### config.mk
export PLATFORM = sky130hd
export DESIGN_NAME = keypad_entry_flat
export DESIGN_NICKNAME = d
export VERILOG_FILES = /design/src/rtl/keypad_entry_if.sv /design/src/rtl/keypad_entry.sv /design/src/flat_wrapper.sv
export SDC_FILE = /design/constraint.sdc
export NUM_CORES = 1
export LEC_CHECK = 0
export BUFFER_PORTS_ARGS = -buffer_cell sky130_fd_sc_hd__buf_4
export CORE_ASPECT_RATIO = 1.4
export CORE_MARGIN = 3
export CORE_UTILIZATION = 40
export DETAILED_ROUTE_END_ITERATION = 7
export GPL_TIMING_DRIVEN = 0
export PLACE_DENSITY = 0.65
export SYNTH_ARGS = -nofsm -noshare
export SYNTH_HDL_FRONTEND = slang
export SYNTH_SLANG_ARGS = --single-unit
### constraint.sdc
create_clock -name clk -period 2.31 [get_ports clk]
set_input_delay 0.231 -clock clk [delete_from_list [all_inputs] [get_ports clk]]
set_output_delay 0.231 -clock clk [all_outputs]
set_load 0.02 [all_outputs]
### src/rtl/keypad_entry_if.sv
// Result bus from the keypad reader to the display path: the BCD entry word
// and the accepted-key strobes.
interface keypad_entry_if;
  logic [15:0] number_data;
  logic [3:0]  key_code;
  logic        key_valid;
  logic        entry_done;

  modport master (output number_data, key_code, key_valid, entry_done);
  modport slave  (input  number_data, key_code, key_valid, entry_done);
endinterface

### src/rtl/keypad_entry.sv
// 4x4 matrix keypad scanner: column drive, row sync, press/release debounce,
// key decode and shift-entry of four BCD digits.
module keypad_entry #(
  parameter int SCAN_DIV     = 50000,
  parameter int DEBOUNCE_CNT = 500000
) (
  input  logic           clk,
  input  logic           rst,
  input  logic [3:0]     row_in,
  output logic [3:0]     col_out,
  keypad_entry_if.master kif
);
  localparam int DIV_W = $clog2(SCAN_DIV);
  localparam int CNT_W = $clog2(DEBOUNCE_CNT);
  localparam logic [DIV_W-1:0] DIV_LAST = DIV_W'(SCAN_DIV - 1);
  localparam logic [CNT_W-1:0] CNT_LAST = CNT_W'(DEBOUNCE_CNT - 1);

  typedef enum logic [1:0] {SCAN, PRESS_DB, ACCEPT, HELD} state_t;

  state_t           state, state_nxt;
  logic [1:0][3:0]  sync_pipe;
  logic [3:0]       rs;
  logic [1:0]       col, col_nxt;
  logic [DIV_W-1:0] div, div_nxt;
  logic [CNT_W-1:0] cnt, cnt_nxt;
  logic [3:0]       pat, pat_nxt;
  logic [1:0]       row_idx, row_idx_nxt, low_row;
  logic [15:0]      num_q, num_nxt;
  logic [3:0]       code_q, code_nxt, dec_code;
  logic             kv_q, kv_nxt, done_q, done_nxt;

  assign rs = sync_pipe[1];

  function automatic logic [3:0] key_map(input logic [1:0] r, input logic [1:0] c);
    case ({r, c})
      4'h0: key_map = 4'd1;   4'h1: key_map = 4'd2;
      4'h2: key_map = 4'd3;   4'h3: key_map = 4'd10;
      4'h4: key_map = 4'd4;   4'h5: key_map = 4'd5;
      4'h6: key_map = 4'd6;   4'h7: key_map = 4'd11;
      4'h8: key_map = 4'd7;   4'h9: key_map = 4'd8;
      4'hA: key_map = 4'd9;   4'hB: key_map = 4'd12;
      4'hC: key_map = 4'd14;  4'hD: key_map = 4'd0;
      4'hE: key_map = 4'd15;  default: key_map = 4'd13;
    endcase
  endfunction

  // Several rows low at once: the lowest-index row wins.
  always_comb begin
    if      (!rs[0]) low_row = 2'd0;
    else if (!rs[1]) low_row = 2'd1;
    else if (!rs[2]) low_row = 2'd2;
    else             low_row = 2'd3;
  end

  always_comb begin
    state_nxt   = state;
    col_nxt     = col;
    div_nxt     = div;
    cnt_nxt     = cnt;
    pat_nxt     = pat;
    row_idx_nxt = row_idx;
    num_nxt     = num_q;
    code_nxt    = code_q;
    kv_nxt      = 1'b0;
    done_nxt    = 1'b0;
    dec_code    = key_map(row_idx, col);
    case (state)
      SCAN: begin
        if (div == DIV_LAST) begin
          div_nxt = '0;
          if (rs != 4'hF) begin
            pat_nxt     = rs;
            row_idx_nxt = low_row;
            cnt_nxt     = '0;
            state_nxt   = PRESS_DB;
          end else begin
            col_nxt = col + 2'd1;
          end
        end else begin
          div_nxt = div + DIV_W'(1);
        end
      end
      PRESS_DB: begin
        if (rs != pat) begin
          state_nxt = SCAN;
          col_nxt   = col + 2'd1;
          div_nxt   = '0;
        end else if (cnt == CNT_LAST) begin
          // Outputs are loaded on entry so they are visible during ACCEPT.
          state_nxt = ACCEPT;
          kv_nxt    = 1'b1;
          code_nxt  = dec_code;
          if (dec_code <= 4'd9)       num_nxt  = {num_q[11:0], dec_code};
          else if (dec_code == 4'd14) num_nxt  = 16'h0000;
          else if (dec_code == 4'd15) done_nxt = 1'b1;
        end else begin
          cnt_nxt = cnt + CNT_W'(1);
        end
      end
      ACCEPT: begin
        state_nxt = HELD;
        cnt_nxt   = '0;
      end
      default: begin
        if (rs != 4'hF) begin
          cnt_nxt = '0;
        end else if (cnt == CNT_LAST) begin
          state_nxt = SCAN;
          div_nxt   = '0;
        end else begin
          cnt_nxt = cnt + CNT_W'(1);
        end
      end
    endcase
  end

  always_ff @(posedge clk or negedge rst) begin
    if (!rst) begin
      sync_pipe <= '1;
      state     <= SCAN;
      col       <= 2'd0;
      col_out   <= 4'b1110;
      div       <= '0;
      cnt       <= '0;
      pat       <= 4'hF;
      row_idx   <= 2'd0;
      num_q     <= 16'h0000;
      code_q    <= 4'h0;
      kv_q      <= 1'b0;
      done_q    <= 1'b0;
    end else begin
      sync_pipe <= {sync_pipe[0], row_in};
      state     <= state_nxt;
      col       <= col_nxt;
      col_out   <= ~(4'b0001 << col_nxt);
      div       <= div_nxt;
      cnt       <= cnt_nxt;
      pat       <= pat_nxt;
      row_idx   <= row_idx_nxt;
      num_q     <= num_nxt;
      code_q    <= code_nxt;
      kv_q      <= kv_nxt;
      done_q    <= done_nxt;
    end
  end

  assign kif.number_data = num_q;
  assign kif.key_code    = code_q;
  assign kif.key_valid   = kv_q;
  assign kif.entry_done  = done_q;
endmodule

### src/flat_wrapper.sv
// flat-port wrapper written by rule: the top's interface ports become plain ports
module keypad_entry_flat 
#(
  parameter int SCAN_DIV     = 50000,
  parameter int DEBOUNCE_CNT = 500000
)
  (clk, rst, row_in, col_out, kif_number_data, kif_key_code, kif_key_valid, kif_entry_done);
  keypad_entry_if kif_i ();
  input  logic clk;
  input  logic rst;
  input  logic [3:0] row_in;
  output logic [3:0] col_out;
  output wire logic [$bits(kif_i.number_data)-1:0] kif_number_data;
  output wire logic [$bits(kif_i.key_code)-1:0] kif_key_code;
  output wire logic [$bits(kif_i.key_valid)-1:0] kif_key_valid;
  output wire logic [$bits(kif_i.entry_done)-1:0] kif_entry_done;
  assign kif_number_data = kif_i.number_data;
  assign kif_key_code = kif_i.key_code;
  assign kif_key_valid = kif_i.key_valid;
  assign kif_entry_done = kif_i.entry_done;
  keypad_entry #(.SCAN_DIV(SCAN_DIV), .DEBOUNCE_CNT(DEBOUNCE_CNT)) u_core (.clk(clk), .rst(rst), .row_in(row_in), .col_out(col_out), .kif(kif_i));
endmodule
==> impl_metrics.yaml, run 1 <==
logic_synthesis:
  yosysUniqueCellTypes: 61
  yosysSeqAreaShare: 0.499
  async_flop_share: 1.00
  synth_ff_type: "dfrtp_1"
  synth_nets: 395
  yosys.area.top_type: "dfrtp_1"
  synth_edf_count: 0
  syn_area_sq_um: 4000
  synthTopCellsByArea: "dfrtp_1 (40%), dfstp_2 (9.9%), a22o_1 (3.9%)"
  synth_seq_cells: 79
  avgSynthCellArea_sq_um: 10.5
  synth.top_cell.area_share: 0.401
  synthesis.instances: 381
  ys.warnings.count: 0
floorplan:
  io_pins: 32
  fp.dieW_um: 90.5
  die_y_um: 124
  row_count: 42
  die_area_sq_um: 11200
  coreArea_sq_um: 9620
  initial_core_util: 0.416
route:
  wl_per_cell_um: 16.6
  firstDrtPassIters: 4
  vias_per_cell: 5.87
  via_count: 3381
  ant_nets: 0
  drtIter0Drc: 184
  wirelength_um: 9560
  drc: 0
clock_network:
  cts.clk_slew.worst_paths_ns: 0.06
  numCtsBuffers: 9
  cts-root-buf: "clkbuf_16"
  max-clock-path-buffers: 2
  cts_sinks: 79
  clk_latency_ns: 0.34
  cts_tree: "yes"
  cts.htree.levels: 3
final_layout:
  final_layout_size_suffix_gt1_frac: 0.297
  final_cell_mix: "dfrtp_1 (61), buf_4 (48), nand2_1 (28)"
  fin_util: 0.519
  area_delta_synth_final_pct: 24.8
  final_nets: 453
  fin_area_sq_um: 4990
  final_common_cell: "dfrtp_1"
  diodes: 0
timing:
  worst_slew_pin_slew_ns: 1.01
  fmax_ghz: 0.445
  timing.final.ws_setup_ns: 0.0630
  final_max_slew_viol_count: 0
  relSlewSlack: 0.324
  finalCriticalPeriod_ns: 2.25
  setup_viol: 0
  finalHoldViolations: 0
  fin_crit_sh: 0.973
  finalClockSkew_ns: 0.00708
power:
  power.leakage_nw: 2.21
  power_frac_seq: 0.505
  finalPower_mw: 2.78
  power_density_nw_per_um2: 558
  power.share.switching: 0.228
  vdd_drop_max_uv: 333
  p_switching_mw: 0.633
  power_frac_comb: 0.020
  p_clk_frac: 0.475
  internal_power_mw: 2.15
placement:
  postPlaceCellArea_sq_um: 4400
  globalplace.congestion: 0.839
  hpwlAfterDp_um: 6230
  portBuffers: 31
  dp_slack_ns: -0.329
global_routing:
  grt_max_degree: 80
  antenna_found_initial: 0
  grt_overflow_total: 0
  grt_pass1_vias: 3295
  grt_pass1_wl_um: 16000
  track_usage: 0.175
setup_path:
  end_kind: "flop"
  start_kind: "flop"
  cp.required_ns: 2.53
  crit_type: "reg2reg"
  cp_data_arrival_time_ns: 2.47
  path_max_fanout: 10
flow_run:
  maxCapViolCount: 0
run_status:
  status: "finished, final reports clean"
hold_path:
  hold_class: "in2async"
-- final timing paths --
path / start / to / slack, ns / cells after the start
setup / recovery: u_core.cnt[7]$_DFFE_PN0P_ / u_core.kif.key_code[1]$_DFFE_PN0P_ / 0.06 / 7
min in group clk: u_core.sync_pipe[3]$_DFF_PN1_ / u_core.rs[3]$_DFF_PN1_ / 0.35 / 0
hold / removal: rst / u_core.cnt[7]$_DFFE_PN0P_ / 0.03 / 1
hold reg to reg: u_core.sync_pipe[3]$_DFF_PN1_ / u_core.rs[3]$_DFF_PN1_ / 0.35 / 0
max in group asynchronous: rst / u_core.col[1]$_DFF_PN0_ / 1.51 / 1
setup reg to reg: u_core.cnt[7]$_DFFE_PN0P_ / u_core.kif.key_code[1]$_DFFE_PN0P_ / 0.06 / 7
-- synth_stat cells, types with 9 or more instances --
cell type	instances
a21oi_1	21
a22o_1	18
a31oi_1	13
clkbuf_1	11
dfrtp_1	64
dfstp_2	15
mux2i_1	9
nand2_1	29
nand3_1	15
nand4_1	11
nor2_1	14
nor3_1	13
o21ai_0	15
o31ai_1	13
or4_1	9
-- critical path, cell delays in order, from the launching register on --
cell and delay [ns]:
dfrtp_1 0.45, nor4b_2 0.30, and4_1 0.28, and2_2 0.24, buf_4 0.20, nand3_2 0.16, inv_4 0.15, mux2_2 0.34
-- stage by stage --
stage          instances  setup TNS, ns  hold slack [ns]
3_5_place_dp         544          -9.92            0.340
5_1_grt              576        -0.0411            0.141
3_3_place_gp         544          -7.74            0.340
4_1_cts              571              0            0.104
2_1_floorplan        381              0          -0.0646
6_report             576              0           0.0258
-- kinds of logic (layout without fill, tap and decap cells) --
group,Yosys count,in the layout,share of synthesized area
and+or+nand+nor,130,130,0.185
DFF,79,79,0.499
muxes,18,18,0.0507
adders and majority gates,8,8,0.0250
AOI/OAI and AO/OA,110,110,0.193
xor gates and xnor gates,8,8,0.0175
buffers and inverters,28,91,0.0291
-- layout make-up --
type                    count  area (sq um)
clock inverters             6          45.0
fillers                   844          4630
flip-flops and latches     79          2000
multi-input cells         274          2020
inverters                   9          38.8
plain buffers              16          98.8
clock buffers              10           229
well taps                 132           165
repair buffers             50           389
-- power by group through the flow --
| stage | combinational (mW) | sequential [mW] | clock (mW) |
|---|---|---|---|
| floorplan | 0.0117 | 1.43 | 0 |
| global placement | 0.0484 | 1.43 | 0 |
| detailed placement | 0.0494 | 1.43 | 0 |
| CTS | 0.0557 | 1.40 | 1.35 |
| global route | 0.0652 | 1.40 | 1.42 |
| finish | 0.0562 | 1.40 | 1.32 |
-- routing by layer --
metal	vias to the layer above	part of all wire	global-route usage
met5	-	0	0
met4	0	0.024	0.0784
met3	24	0.031	0.0387
met2	63	0.51	0.299
met1	1701	0.43	0.209
li1	1593	-	-
-- registers in the layout, indices dropped and copies added, names as in the netlist --
register and flops:
u_core.div 16, u_core.cnt 19, u_core.sync_pipe 4, u_core.kif.entry_done 1, u_core.state 2, u_core.col_out 4, u_core.pat 4, u_core.kif.number_data 16
u_core.col 2, u_core.row_idx 2, u_core.rs 4, u_core.kif.key_code 4, u_core.kif.key_valid 1
-- timing repair --
item,in CTS,in global routing
resized for setup,21,37
gates cloned,1,0
hold buffers,4,0
pin swaps,4,3
endpoints found under the setup margin,50,55
endpoints found under the hold margin,4,0
setup buffers,6,8
Note: power is estimated with default switching activity, not from simulation.
==> run 2, diff against run 1 <==
--- a/config.mk
+++ b/config.mk
@@ -12,6 +12,7 @@
 export DETAILED_ROUTE_END_ITERATION = 7
 export GPL_TIMING_DRIVEN = 0
 export PLACE_DENSITY = 0.65
+export SETUP_SLACK_MARGIN = 0.15
 export SYNTH_ARGS = -nofsm -noshare
 export SYNTH_HDL_FRONTEND = slang
 export SYNTH_SLANG_ARGS = --single-unit
==> constraint.sdc (replaced) <==
create_clock -name clk -period 2.31 [get_ports clk]
set_input_delay 0.1155 -clock clk [delete_from_list [all_inputs] [get_ports clk]]
set_output_delay 0.1155 -clock clk [all_outputs]
set_load 0.02 [all_outputs]
==> impl_metrics.yaml, run 2 (synthesis gave the netlist of run 1 again) <==
run_status:
  status: "finished, final reports clean"
power:
  power_density_nw_per_um2: 547
  power.leakage_nw: 2.42
  vdd_drop_max_uv: 387
final_layout:
  final_common_cell: "buf_4"
  final_layout_size_suffix_gt1_frac: 0.378
  final_nets: 480
  largest_reg_flops: 19
  fin_area_sq_um: 5410
  final_cell_mix: "buf_4 (69), dfrtp_1 (56), nand2_1 (28)"
  fillers: 803
  largest-register: "u_core.cnt"
  area_delta_synth_final_pct: 35.3
  diodes: 0
  fin_cells: 603
  fin_util: 0.562
clock_network:
  cts_sinks: 79
  cts_tree: "yes"
  cts-root-buf: "clkbuf_16"
  cts.clk_slew.worst_paths_ns: 0.06
  max-clock-path-buffers: 2
  cts.htree.levels: 3
  clk_latency_ns: 0.34
  numCtsBuffers: 9
timing:
  worst_slew_pin_slew_ns: 1.01
  fmax_ghz: 0.460
  fin_crit_sh: 0.941
  final_max_slew_viol_count: 0
  finalCriticalPeriod_ns: 2.17
  finalClockSkew_ns: 0.00759
  rsz0062_at_grt: "true"
  setup_viol: 0
  finalHoldViolations: 0
  relSlewSlack: 0.325
route:
  drc: 0
  firstDrtPassIters: 4
  vias_per_cell: 5.68
  ant_nets: 0
  drtIter0Drc: 191
  wirelength_um: 9930
  wl_per_cell_um: 16.5
  via_count: 3424
placement:
  portBuffers: 31
  postPlaceCellArea_sq_um: 4430
  hpwlAfterDp_um: 6340
  globalplace.congestion: 0.808
  dp_cells: 544
hold_path:
  hold_class: "reg2reg"
  hp-start: "u_core.sync_pipe[3]$_DFF_PN1_"
floorplan:
  initial_core_util: 0.416
  die_area_sq_um: 11200
  io_pins: 32
  coreArea_sq_um: 9620
  die_y_um: 124
  row_count: 42
  fp.dieW_um: 90.5
global_routing:
  grt_pass1_vias: 3273
  grt_max_degree: 80
  grt_pass1_wl_um: 16100
  grt_overflow_total: 0
  antenna_found_initial: 0
  track_usage: 0.177
setup_path:
  cp-startpoint: "u_core.col[0]$_DFF_PN0_"
  cp_data_arrival_time_ns: 2.41
  start_kind: "flop"
  rr_startpoint: "u_core.col[0]$_DFF_PN0_"
  cp.required_ns: 2.54
  path_max_fanout: 6
  end_kind: "flop"
  crit_type: "reg2reg"
flow_run:
  maxCapViolCount: 0
==> run 2: cell types whose count changed in the layout (fill, tap and decap cells not counted), moves of 2 or more <==
cell / before / now
buf_6: 3 / 8
or4_4: 1 / 3
o31ai_1: 12 / 10
ha_1: 7 / 5
or4_1: 8 / 6
clkinv_4: 0 / 2
xnor2_2: 0 / 4
clkinvlp_4: 3 / 0
dfrtp_2: 3 / 8
nand4bb_4: 0 / 2
buf_4: 48 / 69
dfrtp_1: 61 / 56
xnor2_1: 7 / 3
==> run 2: metrics by stage <==
stage	total power, mW	hold WS, ns	setup TNS, ns	worst slack [ns]
CTS	2.99	0.356	0	0.143
global route	3.06	0.361	0	0.0550
global placement	1.48	0.224	-6.00	-0.273
detailed placement	1.48	0.225	-8.51	-0.343
finish	2.96	0.355	0	0.136
floorplan	1.44	-0.180	0	0.158
==> run 2: path summary, 6_finish.rpt <==
check | endpoint | slack, ns | cells past startpoint
max in group asynchronous | u_core.col[1]$_DFF_PN0_ | 1.11 | 2
min in group asynchronous | u_core.cnt[10]$_DFFE_PN0P_ | 0.46 | 2
hold reg to reg | u_core.rs[3]$_DFF_PN1_ | 0.36 | 0
hold / removal | u_core.rs[3]$_DFF_PN1_ | 0.36 | 0
setup / recovery | u_core.kif.number_data[7]$_DFFE_PN0P_ | 0.14 | 9
setup reg to reg | u_core.kif.number_data[7]$_DFFE_PN0P_ | 0.14 | 9
==> run 2: metal layers <==
layer | global-route usage | up-vias | part of all wire
met2 | 0.302 | 71 | 0.53
met3 | 0.0314 | 17 | 0.033
met1 | 0.212 | 1690 | 0.41
met4 | 0.0875 | 0 | 0.023
met5 | 0 | - | 0
li1 | - | 1646 | -
==> run 2: what timing repair did <==
item | 4_1_cts | 5_1_grt
gates resized for setup | 45 | 47
pin swaps | 7 | 15
setup endpoints to repair | 68 | 63
hold endpoints to repair | 42 | 0
hold buffers | 5 | 0
cloned | 1 | 0
buffers inserted | 17 | 21
==> run 2: where the power goes <==
part           leakage, nW  switching (mW)  internal [mW]  total (mW)
combinational         1.24          0.0411         0.0238      0.0649
sequential            1.03         0.00633           1.40        1.40
clock                0.156           0.577          0.911        1.49
==> run 2: cell type report <==
class,instances,area [sq um],share of cell area
multi-input cells,274,2160,0.399
flip-flops and latches,79,2010,0.371
clock inverters,5,62.6,0.0116
well taps,132,165,0.0305
clock buffers,11,254,0.0470
inverters,9,43.8,0.00810
plain buffers,18,139,0.0257
repair buffers,75,583,0.108
==> run 2: worst max-delay path: stages, from the launching register on <==
cell	delay [ns]
dfrtp_2	0.41
buf_6	0.13
inv_6	0.06
ha_4	0.11
inv_1	0.03
mux4_2	0.50
o21ai_4	0.20
o2111ai_4	0.20
buf_4	0.19
a22o_1	0.22
==> run 3, diff against run 2 <==
--- a/config.mk
+++ b/config.mk
@@ -5,10 +5,12 @@
 export SDC_FILE = /design/constraint.sdc
 export NUM_CORES = 1
 export LEC_CHECK = 0
+export ABC_AREA = 1
 export BUFFER_PORTS_ARGS = -buffer_cell sky130_fd_sc_hd__buf_4
 export CORE_ASPECT_RATIO = 1.4
-export CORE_MARGIN = 3
+export CORE_MARGIN = 2
 export CORE_UTILIZATION = 40
+export CTS_CLUSTER_SIZE = 12
 export DETAILED_ROUTE_END_ITERATION = 7
 export GPL_TIMING_DRIVEN = 0
 export PLACE_DENSITY = 0.65
==> impl_metrics.yaml, run 3 <==
hold_path:
  hp-start: "u_core.sync_pipe[2]$_DFF_PN1_"
  hold_class: "reg2reg"
  holdPathStages: 0
  hold-path-endpoint: "u_core.rs[2]$_DFF_PN1_"
setup_path:
  slowest_delay_ns: 0.39
  end_kind: "flop"
  crit_slowest_cell: "dfrtp_1"
  crit_type: "reg2reg"
  path_delay_family: "simple AND/OR/NAND/NOR gates"
  path_max_fanout: 10
  path_buf_inv: 1
  r2r.worst_path.cells: 9
  cp_data_arrival_time_ns: 2.20
  crit_chain: "ha_1 > nand3_2 > nor2_2 > nand3_4 > o21ai_4 > nand2_4 > buf_6 > nand2_1 > nand2_1"
  ff2ff_setup_slack_ns: 0.34
  reg2reg_to: "u_core.div[7]$_DFFE_PN0P_"
  rr_startpoint: "u_core.cnt[1]$_DFFE_PN0P_"
  crit_top_cell: "nand2_1"
  cp.required_ns: 2.54
  start_kind: "flop"
final_layout:
  largest_reg_flops: 19
  final_nets: 709
  diodes: 0
  fin_util: 0.478
  area_delta_synth_final_pct: 16.8
  final_common_cell: "nand2_1"
  largest-register: "u_core.cnt"
  final_layout_size_suffix_gt1_frac: 0.161
  fin_area_sq_um: 5420
  final_cell_mix: "nand2_1 (256), nand3_1 (72), dfrtp_1 (63)"
  fin_cells: 844
floorplan:
  die_y_um: 131
  initial_core_util: 0.409
  coreArea_sq_um: 11300
  fp.dieW_um: 95.0
  row_count: 46
  die_area_sq_um: 12500
  io_pins: 32
placement:
  hpwlAfterDp_um: 7750
  postPlaceCellArea_sq_um: 5050
  globalplace.congestion: 0.911
  dp_cells: 823
  dp_slack_ns: 0.315
  portBuffers: 31
logic_synthesis:
  synth.top_cell.area_share: 0.345
  synth_compound_area_frac: 0.0448
  yosys.area_share.simple: 0.408
  synth-adder-area-share: 0.0216
  synth_ff_type: "dfrtp_1"
  ys.warnings.count: 0
  synth_edf_count: 0
  yosys.area.top_type: "dfrtp_1"
  synth_top_family_by_area: "simple AND/OR/NAND/NOR gates"
  synth_common_cells: "nand2_1 (256), nand3_1 (72), dfrtp_1 (64), inv_1 (60), nor2_1 (58)"
  synth_xor_xnor_area_share: 0.0170
  synthesis.instances: 648
  syn_area_sq_um: 4640
  synth_seq_cells: 79
  synth_nets: 662
  yosysSeqAreaShare: 0.430
  yosysUniqueCellTypes: 33
  synthTopCellsByArea: "dfrtp_1 (35%), nand2_1 (21%), dfstp_2 (8.5%)"
  synth_most_common_cell: "nand2_1"
  avgSynthCellArea_sq_um: 7.16
  async_flop_share: 1.00
  yosys-mux-area-fraction: 0
global_routing:
  grt_max_degree: 80
  grt_pass1_wl_um: 18200
  antenna_found_initial: 0
  grt_pass1_vias: 4060
  track_usage: 0.182
  grtUsageMet1: 0.210
  use_met2: 0.316
  grt_overflow_total: 0
  grt.busiest_layer: "met2"
  met3_usage: 0.0275
power:
  power.leakage_nw: 2.75
  power_density_nw_per_um2: 552
  finalPower_mw: 2.99
  vdd_drop_max_uv: 352
route:
  ant_nets: 0
  via_count: 4270
  vias_per_cell: 5.06
  drtIter0Drc: 211
  drc: 0
  wirelength_um: 10800
  wl_per_cell_um: 12.8
  firstDrtPassIters: 5
clock_network:
  cts.clk_slew.worst_paths_ns: 0.06
  cts.htree.levels: 3
  numCtsBuffers: 9
  cts-root-buf: "clkbuf_16"
  clk_latency_ns: 0.34
  cts_tree: "yes"
  cts_sinks: 79
  max-clock-path-buffers: 2
timing:
  finalCriticalPeriod_ns: 1.97
  relSlewSlack: 0.338
  fmax_ghz: 0.508
  hold_ws_ns: 0.356
  finalClockSkew_ns: 0.00590
  finalHoldViolations: 0
  setup_tns_ns: 0
  timing.final.ws_setup_ns: 0.340
  final_max_slew_viol_count: 0
  rsz0062_at_grt: "false"
  fin_crit_sh: 0.853
  setup_viol: 0
  worst_slew_pin_slew_ns: 0.992
run_status:
  status: "finished, final reports clean"
flow_run:
  maxCapViolCount: 0
run 3: cell families after synthesis:
| logic type | after synthesis |
|---|---|
| adder cells (fa/ha/maj) | 8 |
| AND/OR/NAND/NOR | 436 |
| XOR/XNOR | 9 |
| AO/OA/AOI/OAI | 32 |
| buffers and inverters | 84 |
| flip-flops | 79 |
run 3: final cells by class:
type / instances / area [sq um]
multi-input combinational: 485 / 2280
clock buffer: 11 / 233
fill: 1089 / 5920
clock inverter: 5 / 82.6
tap: 144 / 180
timing repair buffer: 36 / 283
sequential: 79 / 2000
buffer: 11 / 87.6
inverter: 73 / 277
run 3: worst max path at each step:
| stage | startpoint | endpoint | slack (ns) | depth (start not counted) |
|---|---|---|---|---|
| final | u_core.cnt[1]$_DFFE_PN0P_ | u_core.div[7]$_DFFE_PN0P_ | 0.34 | 9 |
| after global routing | u_core.cnt[1]$_DFFE_PN0P_ | u_core.div[8]$_DFFE_PN0P_ | 0.19 | 9 |
| after CTS | u_core.col[0]$_DFF_PN0_ | u_core.kif.number_data[5]$_DFFE_PN0P_ | 0.30 | 11 |
| after detailed placement | u_core.col[0]$_DFF_PN0_ | u_core.kif.number_data[11]$_DFFE_PN0P_ | 0.32 | 11 |
| after global placement | u_core.col[0]$_DFF_PN0_ | u_core.kif.number_data[11]$_DFFE_PN0P_ | 0.36 | 11 |
| after floorplan | u_core.col[0]$_DFF_PN0_ | u_core.kif.number_data[10]$_DFFE_PN0P_ | 0.57 | 11 |
run 3: layer usage:
metal  routed length (um)  part of all wire
met5                    0                 0
met4                  339             0.031
met3                  363             0.034
met2                 5730              0.53
met1                 4380              0.40
run 3: worst reg2reg max path, stage by stage (launching register included):
cell,delay (ns)
dfrtp_1,0.39
ha_1,0.34
nand3_2,0.21
nor2_2,0.19
nand3_4,0.14
o21ai_4,0.20
nand2_4,0.12
buf_6,0.16
nand2_1,0.06
nand2_1,0.05
run 3: timing repair:
action,4_1_cts,5_1_grt
endpoints found under the hold margin,26,0
hold buffers,5,0
gates resized for setup,0,1
setup buffers,0,0
endpoints found under the setup margin,0,10
run 3: where the power goes:
part / switching [mW] / internal [mW] / leakage (nW)
sequential: 0.00514 / 1.40 / 1.04
combinational: 0.0393 / 0.0150 / 1.56
clock: 0.581 / 0.951 / 0.154
total: 0.626 / 2.36 / 2.75
